## config.mk

```make
export PLATFORM = sky130hd
export DESIGN_NAME = icache_refill_ctrl
export DESIGN_NICKNAME = d
export VERILOG_FILES = /design/src/rtl/icache_refill_ctrl.sv
export SDC_FILE = /design/constraint.sdc
export NUM_CORES = 1
export LEC_CHECK = 0
export ABC_AREA = 1
export CORE_AREA = 2 2 172 174
export DETAILED_ROUTE_END_ITERATION = 8
export DIE_AREA = 0 0 174 176
export PLACE_DENSITY = 0.64
export SKIP_CTS_REPAIR_TIMING = 1
export SYNTH_ARGS = -nofsm -noshare
export SYNTH_HDL_FRONTEND = slang
export SYNTH_SLANG_ARGS = --single-unit
```

## constraint.sdc

```tcl
create_clock -name clk -period 11.61 [get_ports clk]
set_clock_uncertainty 0.2 [all_clocks]
set_input_delay 2.9025 -clock clk [delete_from_list [all_inputs] [get_ports clk]]
set_output_delay 2.9025 -clock clk [all_outputs]
set_load 0.005 [all_outputs]
```

## src/rtl/icache_refill_ctrl.sv

```systemverilog
// Instruction-cache miss refill and whole-cache invalidation controller.
// Fetches one aligned line per miss over a req/gnt/rvalid port and writes it through a one-cycle fill port.
module icache_refill_ctrl #(
  parameter int unsigned XLEN   = 32,
  parameter int unsigned ICLLEN = 128,
  parameter int unsigned ICLN   = 4,
  localparam int unsigned IDXB  = $clog2(ICLN),
  localparam int unsigned OFFB  = $clog2(ICLLEN/8),
  localparam int unsigned TAGB  = XLEN - IDXB - OFFB
) (
  input  logic              clk,
  input  logic              rst,
  input  logic              enable,
  input  logic [XLEN-1:0]   addr,
  input  logic              miss,
  input  logic              flush,
  output logic              stall,
  output logic              mem_req,
  output logic [XLEN-1:0]   mem_addr,
  input  logic              mem_gnt,
  input  logic              mem_rvalid,
  input  logic [ICLLEN-1:0] mem_rdata,
  output logic              fill_we,
  output logic [IDXB-1:0]   fill_index,
  output logic [TAGB-1:0]   fill_tag,
  output logic [ICLLEN-1:0] fill_data,
  output logic              inv_we,
  output logic [IDXB-1:0]   inv_index,
  output logic              flush_done,
  output logic [31:0]       miss_cnt
);

  typedef enum logic [2:0] {S_IDLE, S_REQ, S_WAIT, S_FILL, S_FLUSH} state_e;

  localparam logic [XLEN-1:0] LINE_MASK = ~XLEN'(ICLLEN/8 - 1);
  localparam logic [IDXB-1:0] LAST_IDX  = IDXB'(ICLN - 1);

  state_e            state_q, state_d;
  logic [XLEN-1:0]   addr_q, addr_d;
  logic [ICLLEN-1:0] line_q, line_d;
  logic [IDXB-1:0]   cnt_q, cnt_d;
  logic [31:0]       miss_cnt_q, miss_cnt_d;
  logic              pend_q, pend_d;
  logic              mem_req_q, mem_req_d;
  logic              fill_we_q, fill_we_d;
  logic              inv_we_q, inv_we_d;
  logic [IDXB-1:0]   inv_index_q, inv_index_d;
  logic              flush_done_q, flush_done_d;

  // Next-state, datapath and next-output logic
  always_comb begin
    state_d    = state_q;
    addr_d     = addr_q;
    line_d     = line_q;
    cnt_d      = cnt_q;
    miss_cnt_d = miss_cnt_q;
    pend_d     = pend_q;

    unique case (state_q)
      S_IDLE: begin
        if (flush) begin
          state_d = S_FLUSH;
        end else if (enable && miss) begin
          state_d = S_REQ;
          addr_d  = addr & LINE_MASK;
          if (miss_cnt_q != 32'hFFFF_FFFF) miss_cnt_d = miss_cnt_q + 32'd1;
        end
      end
      S_REQ: begin
        if (flush) pend_d = 1'b1;
        if (mem_gnt) state_d = S_WAIT;
      end
      S_WAIT: begin
        if (flush) pend_d = 1'b1;
        if (mem_rvalid) begin
          line_d  = mem_rdata;
          state_d = S_FILL;
        end
      end
      S_FILL: begin
        // A flush seen in the fill cycle itself is folded into the pending request
        state_d = (pend_q || flush) ? S_FLUSH : S_IDLE;
      end
      S_FLUSH: begin
        if (cnt_q == LAST_IDX) begin
          cnt_d   = '0;
          state_d = S_IDLE;
        end else begin
          cnt_d = cnt_q + IDXB'(1);
        end
      end
      default: state_d = S_IDLE;
    endcase

    if (state_d == S_FLUSH && state_q != S_FLUSH) pend_d = 1'b0;

    mem_req_d    = (state_d == S_REQ);
    fill_we_d    = (state_d == S_FILL);
    inv_we_d     = (state_d == S_FLUSH);
    inv_index_d  = inv_we_d ? cnt_d : '0;
    flush_done_d = inv_we_d && (cnt_d == LAST_IDX);
  end

  always_ff @(posedge clk or posedge rst) begin
    if (rst) begin
      state_q      <= S_IDLE;
      addr_q       <= '0;
      line_q       <= '0;
      cnt_q        <= '0;
      miss_cnt_q   <= '0;
      pend_q       <= 1'b0;
      mem_req_q    <= 1'b0;
      fill_we_q    <= 1'b0;
      inv_we_q     <= 1'b0;
      inv_index_q  <= '0;
      flush_done_q <= 1'b0;
    end else begin
      state_q      <= state_d;
      addr_q       <= addr_d;
      line_q       <= line_d;
      cnt_q        <= cnt_d;
      miss_cnt_q   <= miss_cnt_d;
      pend_q       <= pend_d;
      mem_req_q    <= mem_req_d;
      fill_we_q    <= fill_we_d;
      inv_we_q     <= inv_we_d;
      inv_index_q  <= inv_index_d;
      flush_done_q <= flush_done_d;
    end
  end

  // Stall must react in the miss/flush request cycle itself, so it is combinational
  assign stall = !rst && ((state_q != S_IDLE) || flush || (enable && miss));

  assign mem_req    = mem_req_q;
  assign mem_addr   = mem_req_q ? addr_q : '0;
  assign fill_we    = fill_we_q;
  assign fill_index = fill_we_q ? addr_q[IDXB+OFFB-1:OFFB] : '0;
  assign fill_tag   = fill_we_q ? addr_q[XLEN-1:IDXB+OFFB] : '0;
  assign fill_data  = fill_we_q ? line_q : '0;
  assign inv_we     = inv_we_q;
  assign inv_index  = inv_index_q;
  assign flush_done = flush_done_q;
  assign miss_cnt   = miss_cnt_q;

endmodule

```

==> impl_metrics.py <==
metrics = {
    "outcome": {
        "status": "finished, final reports clean",
    },
    "cells_and_area": {
        "nFillCells": 2817,
        "areaGrowthSynthToFinish_pct": 47.20,
        "fin_area_um2": 14710,
        "fin_nets": 1980,
        "drive_gt1_frac": 0.02906,
    },
    "timing": {
        "finalHoldViolCount": 0,
        "finalCritPeriodShare": 0.6770,
        "maxSlewViolCount": 0,
        "min_period_ns": 7.860,
        "fmax_ghz": 0.1272,
        "setup_viol": 0,
        "rsz0062_at_grt": "no",
        "fin_setup_tns_ns": 0,
        "slew_headroom": 0.3041,
        "hold_ws_ns": 0.2806,
        "tightest_slew_ns": 1.043,
    },
    "global_route": {
        "grt_pass1_wl_um": 49070,
        "grt_overflow": 0,
        "grt_pass1_vias": 9003,
        "grtUsageTotal": 0.2016,
        "grt_antenna_before_repair": 1,
        "grt_max_degree": 127,
    },
    "drt": {
        "routedWlPerCell_um": 14.21,
        "first_pass_iters": 5,
        "drt-vias-per-instance": 4.353,
        "vias": 9615,
        "ant_nets": 0,
        "drtIter0Drc": 619,
        "wirelength_um": 31400,
        "drc": 0,
    },
    "critical_path": {
        "cp-start-kind": "primary input",
        "cp_max_fo": 126,
        "crit_path_start": "rst",
        "critPathArrivalTime_ns": 4.76,
        "crit_path_end": "stall",
        "timing.rr.start": "state_q[1]",
        "crit_required_ns": 8.51,
        "path_class": "in2out",
        "reg2reg_depth": 7,
        "reg2reg_setup_slack_ns": 8.33,
        "reg2reg_to": "line_q[75]",
        "cp-end-kind": "output port",
    },
    "synthesis": {
        "synth_adder_area_share": 0.002504,
        "async_flop_share": 1.000,
        "synth.top_cells.by_count": "nand2_1 (860), inv_1 (220), dfrtp_1 (200)",
        "synth_top_family_by_area": "simple AND/OR/NAND/NOR gates",
        "yosys.area.top_type": "dfrtp_1",
        "synth_seq_cells": 200,
        "yosys.area_share.simple": 0.3673,
        "syn_area_per_cell_um2": 6.835,
        "synth-main-ff-cell": "dfrtp_1",
        "ys_types": 27,
        "synth_edf_count": 0,
        "yosysMostFrequentCell": "nand2_1",
        "synth_xor_area_frac": 0.01052,
        "synthMuxAreaShare": 0,
        "syn_inst": 1462,
        "yosys_warnings": 0,
        "synth_top_cell_area_share": 0.5008,
        "synth_compound_area_frac": 0.004257,
        "synthTopCellsByArea": "dfrtp_1 (50%), nand2_1 (32%), inv_1 (8.3%), nor2_1 (2.1%), clkbuf_1 (1.2%)",
        "seq_area_frac_synth": 0.5008,
        "netlist_area_um2": 9993,
    },
    "placed_design": {
        "hpwl_um": 22050,
        "post_dp_cell_area_um2": 14100,
        "place_congestion": 0.8302,
        "portBuffers": 385,
    },
    "floorplan": {
        "start_util": 0.3501,
        "top_level_ports": 394,
        "fp.dieArea_um2": 30620,
        "fp.dieW_um": 174,
        "chipHeight_um": 176,
        "rows": 62,
        "coreArea_um2": 28550,
    },
    "clock_network": {
        "cts.sinks": 200,
        "insertion_delay_ns": 0.44,
        "cts_tree": "done",
        "clk_pin_slew_worst_paths_ns": 0.08,
        "numCtsBuffers": 17,
        "cts-root-buf": "clkbuf_16",
        "cts_max_level": 4,
        "clockBufferDepth": 2,
    },
    "pwr": {
        "power.density_nw_per_um2": 141.7,
        "irDropWorstVdd_v": 0.00008123,
        "p_leak_nw": 8.366,
    },
    "job": {
        "cap_violations": 0,
    },
    "min_path": {
        "hp-class": "reg2reg",
    },
}
per-layer routing:
layer  part of all wire  global-route usage  vias up
li1                   -                   -     4891
met1               0.42              0.2491     4432
met2               0.51              0.3546      266
met3              0.051             0.04479       26
met4              0.019             0.05707        0
met5                  0                   0        -
cells in the final DEF (no fill, tap or decap), types with 2 or more instances in the layout:
| cell type | n |
|---|---|
| dfrtp_1 | 199 |
| nand3_1 | 22 |
| buf_4 | 5 |
| clkinv_4 | 2 |
| nand2_2 | 2 |
| nand2_1 | 860 |
| clkbuf_16 | 17 |
| inv_8 | 3 |
| xnor2_1 | 6 |
| nor2_1 | 55 |
| inv_1 | 218 |
| nor2_2 | 4 |
| ha_1 | 2 |
| xor2_1 | 6 |
| inv_6 | 4 |
| nand4_1 | 4 |
| o21ai_0 | 6 |
| clkdlybuf4s50_1 | 385 |
| conb_1 | 4 |
| clkinv_8 | 5 |
power by group:
group | internal, mW | switching, mW
Combinational | 0.202 | 0.203
Clock | 0.299 | 0.316
Sequential | 0.917 | 0.147
cells by family (layout without fill, tap and decap cells):
group	Yosys count	count (layout)
other cells	1	5
xor+xnor	12	12
buf+inv	285	644
compound gates	8	8
flops	200	200
fa+ha+maj	2	2
simple gates	954	954
worst max-delay path, cell delays in order:
cell	delay [ns]
clkdlybuf4s50_1	0.49
inv_8	0.65
nand2_1	0.12
inv_1	0.08
clkdlybuf4s50_1	0.49
registers in the layout, summed over array words and instances (netlist names):
| name | count |
|---|---|
| addr_q | 28 |
| cnt_q | 2 |
| fill_we | 1 |
| flush_done | 1 |
| inv_index | 2 |
| inv_we | 1 |
| line_q | 128 |
| mem_req | 1 |
| miss_cnt | 32 |
| pend_q | 1 |
| state_q | 3 |
final cells by class:
type | count | area, um^2 | area share
diodes | 1 | 2.502 | 0.0001701
clock buffers | 18 | 439.2 | 0.02985
clock inverters | 14 | 172.7 | 0.01174
inverters | 222 | 844.6 | 0.05741
multi-input cells | 980 | 3871 | 0.2632
flip-flops and latches | 200 | 5009 | 0.3405
well taps | 384 | 480.5 | 0.03266
repair buffers | 390 | 3891 | 0.2645
worst min path at each step:
stage / start / endpoint / slack (ns) / depth (start not counted)
finish: line_q[86] / line_q[86] / 0.28 / 2
global placement: line_q[44] / line_q[44] / 0.26 / 2
floorplan: line_q[0] / line_q[0] / 0.25 / 2
global route: line_q[86] / line_q[86] / 0.30 / 2
CTS: line_q[64] / line_q[64] / 0.29 / 2
detailed placement: line_q[43] / line_q[43] / 0.26 / 2
through the flow:
step / std cells / total power [mW] / utilization / setup slack [ns]
3_5_place_dp: 2176 / 1.485 / 0.4938 / 3.657
6_report: 2209 / 2.084 / 0.5153 / 3.750
4_1_cts: 2208 / 2.116 / 0.5152 / 3.639
2_1_floorplan: 1465 / 1.293 / - / 1.178
5_1_grt: 2209 / 2.233 / 0.5153 / 3.487
3_3_place_gp: 2176 / 1.466 / 0.4938 / 3.638
(Power assumes the default switching activity.)
